<file path="src/rtl/module_spi_shift_engine.sv">
// -----------------------------------------------------------------------------
// module_spi_shift_engine
//
// SPI mode-0 (CPOL=0, CPHA=0) master shift engine. Accepts one word per start
// request from the upstream transmit-data select stage. It serialises the word
// on MOSI, generates SCLK and CS_N, and captures MISO in parallel. The received
// word is presented together with a one-cycle done pulse.
//
// Parameters:
//   DATA_WIDTH  - bits per transfer (>= 2)
//   HALF_PERIOD - system clocks per SCLK half-period (>= 1)
//
// Build option:
//   SPI_SHIFT_LSB_FIRST_EN - when defined, transmit LSB first, and receive by
//                            shifting right with the newest bit entering the
//                            MSB. Timing is identical to the default
//                            MSB-first build.
//
// Ports:
//   clk_i    in   system clock, rising edge
//   rst_i    in   synchronous active-high reset
//   start_i  in   transfer request, honoured only while idle
//   data_i   in   transmit word, latched on an accepted start
//   miso_i   in   serial data from the slave, sampled on SCLK rise
//   sclk_o   out  SPI clock, idles low
//   mosi_o   out  serial data to the slave, changes on SCLK fall
//   cs_n_o   out  active-low chip select
//   busy_o   out  transfer in progress
//   done_o   out  one-cycle pulse at transfer end
//   data_o   out  last received word, held until the next done_o
// -----------------------------------------------------------------------------
module module_spi_shift_engine #(
    parameter int unsigned DATA_WIDTH  = 8,
    parameter int unsigned HALF_PERIOD = 2
) (
    input  logic                  clk_i,
    input  logic                  rst_i,
    input  logic                  start_i,
    input  logic [DATA_WIDTH-1:0] data_i,
    input  logic                  miso_i,
    output logic                  sclk_o,
    output logic                  mosi_o,
    output logic                  cs_n_o,
    output logic                  busy_o,
    output logic                  done_o,
    output logic [DATA_WIDTH-1:0] data_o
);

    localparam int unsigned BCW = $clog2(DATA_WIDTH + 1);
    localparam int unsigned HCW = $clog2(HALF_PERIOD + 1);

    localparam logic [HCW-1:0] HC_LAST = HCW'(HALF_PERIOD - 1);
    localparam logic [BCW-1:0] BC_FULL = BCW'(DATA_WIDTH);

    localparam logic [2:0] ST_IDLE  = 3'd0;
    localparam logic [2:0] ST_SETUP = 3'd1;
    localparam logic [2:0] ST_HIGH  = 3'd2;
    localparam logic [2:0] ST_LOW   = 3'd3;
    localparam logic [2:0] ST_HOLD  = 3'd4;

    logic [2:0]            r_state;
    logic [HCW-1:0]        r_hcnt;
    logic [BCW-1:0]        r_bcnt;
    logic [DATA_WIDTH-1:0] r_tx;
    logic [DATA_WIDTH-1:0] r_rx;
    logic                  r_sclk;
    logic                  r_mosi;
    logic                  r_cs_n;
    logic                  r_busy;
    logic                  r_done;
    logic [DATA_WIDTH-1:0] r_data;

    logic                  w_half_done;
    logic                  w_first_bit;
    logic                  w_next_bit;
    logic [DATA_WIDTH-1:0] w_tx_shifted;
    logic [DATA_WIDTH-1:0] w_rx_shifted;

    assign w_half_done = (r_hcnt == HC_LAST);

`ifdef SPI_SHIFT_LSB_FIRST_EN
    assign w_first_bit  = data_i[0];
    assign w_next_bit   = r_tx[1];
    assign w_tx_shifted = r_tx >> 1;
    assign w_rx_shifted = {miso_i, r_rx[DATA_WIDTH-1:1]};
`else
    assign w_first_bit  = data_i[DATA_WIDTH-1];
    assign w_next_bit   = r_tx[DATA_WIDTH-2];
    assign w_tx_shifted = r_tx << 1;
    assign w_rx_shifted = {r_rx[DATA_WIDTH-2:0], miso_i};
`endif

    always_ff @(posedge clk_i) begin
        if (rst_i) begin
            r_state <= ST_IDLE;
            r_hcnt  <= '0;
            r_bcnt  <= '0;
            r_tx    <= '0;
            r_rx    <= '0;
            r_sclk  <= 1'b0;
            r_mosi  <= 1'b0;
            r_cs_n  <= 1'b1;
            r_busy  <= 1'b0;
            r_done  <= 1'b0;
            r_data  <= '0;
        end else begin
            r_done <= 1'b0;
            case (r_state)
                ST_IDLE: begin
                    r_hcnt <= '0;
                    r_bcnt <= '0;
                    if (start_i) begin
                        r_tx    <= data_i;
                        r_mosi  <= w_first_bit;
                        r_cs_n  <= 1'b0;
                        r_busy  <= 1'b1;
                        r_state <= ST_SETUP;
                    end else begin
                        r_mosi <= 1'b0;
                    end
                end
                // SETUP and LOW both end in a rising SCLK edge with a MISO sample.
                ST_SETUP, ST_LOW: begin
                    if (w_half_done) begin
                        r_hcnt  <= '0;
                        r_sclk  <= 1'b1;
                        r_rx    <= w_rx_shifted;
                        r_bcnt  <= r_bcnt + BCW'(1);
                        r_state <= ST_HIGH;
                    end else begin
                        r_hcnt <= r_hcnt + HCW'(1);
                    end
                end
                ST_HIGH: begin
                    if (w_half_done) begin
                        r_hcnt <= '0;
                        r_sclk <= 1'b0;
                        if (r_bcnt < BC_FULL) begin
                            r_tx    <= w_tx_shifted;
                            r_mosi  <= w_next_bit;
                            r_state <= ST_LOW;
                        end else begin
                            // Last bit stays on MOSI through the CS hold time.
                            r_state <= ST_HOLD;
                        end
                    end else begin
                        r_hcnt <= r_hcnt + HCW'(1);
                    end
                end
                ST_HOLD: begin
                    if (w_half_done) begin
                        r_hcnt  <= '0;
                        r_cs_n  <= 1'b1;
                        r_busy  <= 1'b0;
                        r_done  <= 1'b1;
                        r_data  <= r_rx;
                        r_mosi  <= 1'b0;
                        r_state <= ST_IDLE;
                    end else begin
                        r_hcnt <= r_hcnt + HCW'(1);
                    end
                end
                default: begin
                    r_state <= ST_IDLE;
                end
            endcase
        end
    end

    assign sclk_o = r_sclk;
    assign mosi_o = r_mosi;
    assign cs_n_o = r_cs_n;
    assign busy_o = r_busy;
    assign done_o = r_done;
    assign data_o = r_data;

endmodule

</file>
<file path="config.mk">
export PLATFORM = sky130hd
export DESIGN_NAME = module_spi_shift_engine
export DESIGN_NICKNAME = d
export VERILOG_FILES = /design/src/rtl/module_spi_shift_engine.sv
export SDC_FILE = /design/constraint.sdc
export NUM_CORES = 1
export LEC_CHECK = 0
export BUFFER_PORTS_ARGS = -buffer_cell sky130_fd_sc_hd__buf_4
export CAP_MARGIN = 20
export CORE_MARGIN = 2
export CORE_UTILIZATION = 45
export CTS_CLUSTER_SIZE = 30
export DETAILED_ROUTE_END_ITERATION = 8
export GPL_TIMING_DRIVEN = 0
export HOLD_SLACK_MARGIN = 0.1
export PLACE_DENSITY = 0.68
export SKIP_CTS_REPAIR_TIMING = 1
export SLEW_MARGIN = 30
export SYNTH_ARGS = -nofsm -noshare
export SYNTH_HDL_FRONTEND = slang
export SYNTH_SLANG_ARGS = --single-unit
</file>
<file path="constraint.sdc">
create_clock -name clk_i -period 2.1 [get_ports clk_i]
set_clock_uncertainty 0.2 [all_clocks]
set_input_delay 0 -clock clk_i [delete_from_list [all_inputs] [get_ports clk_i]]
set_output_delay 0 -clock clk_i [all_outputs]
set_load 0.005 [all_outputs]
</file>
==> impl_metrics.json <==
{
  "drtIter0Drc": 68,
  "r2r_slack_ps": 240,
  "rows": 21,
  "wl_met3_um": 187,
  "h-tree-depth": 2,
  "critPathKind": "reg2reg",
  "met1Wirelength_um": 1640,
  "r2r_start": "r_state[1]",
  "critical-path-max-stage-delay_ps": 570,
  "cts_root_buf": "clkbuf_4",
  "p_seq_frac": 0.477,
  "rr_endpoint": "mosi_o",
  "netlist_instances": 169,
  "outcome": "completed",
  "cpLargestDelayFamily": "buffers and inverters",
  "synth.cell_area_mm2": 0.00164,
  "final_net_count": 225,
  "path_cells": "buf_4 > nand4_1 > dlygate4sd3_1 > a311oi_1",
  "synth-compound-area-share": 0.255,
  "synthXorXnorAreaFrac": 0,
  "cp.arrival_ps": 1940,
  "fmax_mhz": 537,
  "wl_met2_um": 1750,
  "wl_per_cell_um": 14.1,
  "portBuffers": 24,
  "grt_usage": 0.190,
  "antenna_found_initial": 0,
  "grt_max_degree": 13,
  "via_per_inst": 5.50,
  "synthMuxAreaShare": 0.0366,
  "syn_area_per_cell_um2": 9.71,
  "hold_depth": 4,
  "grt_setup_unrepaired": "false",
  "fin_crit_ps": 1860,
  "drive_above_1_share": 0.244,
  "clock-sinks": 37,
  "crit_required_ps": 2180,
  "insertedDiodeCount": 0,
  "irDropWorstVdd_mv": 0.496,
  "end_kind": "flip-flop",
  "finalHoldViolations": 0,
  "dp_cells": 239,
  "grt_first_pass_wirelength_um": 6050,
  "clkLatencyLatePin_ps": 360,
  "synthTopCellsByArea": "dfxtp_1, a21oi_1, a211oi_2, a22o_1, nand2_1",
  "overflow": 0,
  "cts_buffers": 5,
  "synthSimpleGateAreaFrac": 0.191,
  "min_to": "r_rx[0]",
  "io_pins": 25,
  "synthDominantCellAreaShare": 0.452,
  "worst_pin_slew_ps": 676,
  "sw_frac_of_total": 0.232,
  "power_density_mw_per_mm2": 738,
  "dieHeight_um": 64.4,
  "finalCritPeriodShare": 0.887,
  "r2r_cells": 4,
  "die_w_um": 64.4,
  "antenna_violating_nets_post_route": 0,
  "critPathMaxFanout": 10,
  "power_frac_comb": 0.126,
  "p_leak_nw": 0.807,
  "die_area_mm2": 0.00414,
  "min-delay-start": "miso_i",
  "syn2layout_area_growth_pct": 28.1,
  "crit_slowest_cell": "dlygate4sd3_1",
  "hpwlAfterDp_um": 2520,
  "dr.pass1.iters": 4,
  "synth_area_leader_cell": "dfxtp_1",
  "internal_power_mw": 1.19,
  "slew_headroom": 0.550,
  "layout_common_cells": "dfxtp_1, buf_4, a21oi_1",
  "vias": 1424,
  "initial_core_util": 0.480,
  "tritoncts": "built",
  "top_layer_used": "met4",
  "final_common_cell": "dfxtp_1",
  "drc": 0,
  "synthAdderAreaFrac": 0.0137,
  "ys_warn_count": 0,
  "finalSetupViolations": 0,
  "cap_violations": 0,
  "fin_tns_setup_ps": 0,
  "crit_buf_inv": 2,
  "instances_no_fill": 259,
  "ys_seq_area_frac": 0.452,
  "cp-start-kind": "flip-flop",
  "synth_cell_types": 41,
  "drt-total-wl_um": 3660,
  "clk_pin_slew_worst_paths_ps": 120,
  "finalMaxSlewViolations": 0,
  "place_congestion": 0.829,
  "synth_top_family_by_area": "compound AO/OA/AOI/OAI gates",
  "syn_nets": 182,
  "multi_input_area_um2": 813,
  "cp-startpoint": "r_state[1]",
  "power.switching_uw": 360,
  "hp-class": "in2reg",
  "clkPwrFrac": 0.396,
  "synth.ff_latch_count": 37,
  "core-area_mm2": 0.00342,
  "clock_path_buffers": 2,
  "fill_cells": 295,
  "seqCellArea_um2": 741,
  "grt_pass1_vias": 1341
}
[sequential cells by signal, summed over array words and instances (netlist names)]
| name | cells |
|---|---|
| r_hcnt | 2 |
| r_bcnt | 4 |
| busy_o | 1 |
| cs_n_o | 1 |
| data_o | 8 |
| r_state | 3 |
| sclk_o | 1 |
| mosi_o | 1 |
| r_rx | 8 |
| r_tx | 7 |
| done_o | 1 |
[synthesized netlist by cell type]
cell type / n
nand4bb_1: 1
dfxtp_1: 37
a22o_1: 8
a211o_1: 1
ha_1: 1
buf_2: 6
nor4b_4: 1
a211oi_1: 8
nand2b_1: 3
nor3_1: 4
mux2i_1: 6
clkbuf_1: 3
maj3_1: 1
a211oi_2: 6
nor3b_4: 1
nor3b_1: 1
and3b_1: 3
a21o_1: 3
or3_1: 4
nor2_1: 1
a311oi_1: 1
nor4bb_1: 1
a21oi_1: 20
buf_6: 1
a2bb2oi_1: 1
buf_1: 1
nand3b_1: 1
nor2b_1: 2
a22oi_1: 1
nand3_1: 4
inv_1: 4
o21a_1: 1
o211ai_1: 1
o21bai_1: 1
a21o_2: 1
nand2_1: 18
or3b_1: 1
o21ai_0: 5
nand4_1: 1
buf_4: 2
nor3b_2: 2
[worst max-delay path by stage]
| stage | slack, ps | end | cells after the start |
|---|---|---|---|
| 6_report | 240 | mosi_o | 4 |
| 5_1_grt | 160 | mosi_o | 4 |
| 4_1_cts | 320 | r_tx[5] | 5 |
| 3_5_place_dp | 350 | r_tx[5] | 5 |
| 3_3_place_gp | 380 | r_tx[6] | 5 |
| 2_1_floorplan | 580 | r_tx[1] | 4 |
[cells by family (layout without fill, tap and decap cells)]
| kind of cell | Yosys count | count (layout) |
|---|---|---|
| AO/OA/AOI/OAI | 58 | 58 |
| buffers and inverters | 17 | 61 |
| multiplexers | 6 | 6 |
| AND/OR/NAND/NOR | 49 | 49 |
| adder cells (fa/ha/maj) | 2 | 2 |
| flip-flops | 37 | 37 |
[layer usage]
layer / GRT usage / vias up
met5: 0 / -
met2: 0.320 / 34
met3: 0.0493 / 7
met1: 0.224 / 678
li1: - / 705
met4: 0.0904 / 0
[worst register-to-register path, stage by stage, from the launching register on]
cell	delay (ps)
dfxtp_1	490
buf_4	220
nand4_1	100
dlygate4sd3_1	570
a311oi_1	200
[power groups by stage]
stage          clock network [mW]  registers [mW]  logic, mW
6_report                    0.614           0.740      0.196
5_1_grt                     0.656           0.744      0.214
4_1_cts                     0.623           0.740      0.180
3_5_place_dp                    0           0.756      0.179
3_3_place_gp                    0           0.755      0.173
2_1_floorplan                   0           0.753      0.124
[per-stage QoR]
step / hold slack [ps] / power [mW] / util / setup slack, ps / instance area [um^2]
final: 250 / 1.55 / 0.615 / 236 / 2100
after global routing: 259 / 1.61 / 0.615 / 162 / 2100
after CTS: -318 / 1.54 / 0.580 / 318 / 1980
after detailed placement: 65.9 / 0.935 / 0.550 / 345 / 1880
after global placement: 50.4 / 0.928 / 0.550 / 380 / 1880
after floorplan: -64.0 / 0.878 / - / 582 / 1640
[final cells by class]
| cell class | instances | area share |
|---|---|---|
| tap | 46 | 0.0274 |
| timing repair buffer | 36 | 0.143 |
| clock inverter | 3 | 0.0310 |
| inverter | 4 | 0.00715 |
| multi-input combinational | 115 | 0.387 |
| buffer | 13 | 0.0339 |
| sequential | 37 | 0.353 |
| clock buffer | 5 | 0.0179 |
No activity file was read; power rests on OpenSTA's default activity.
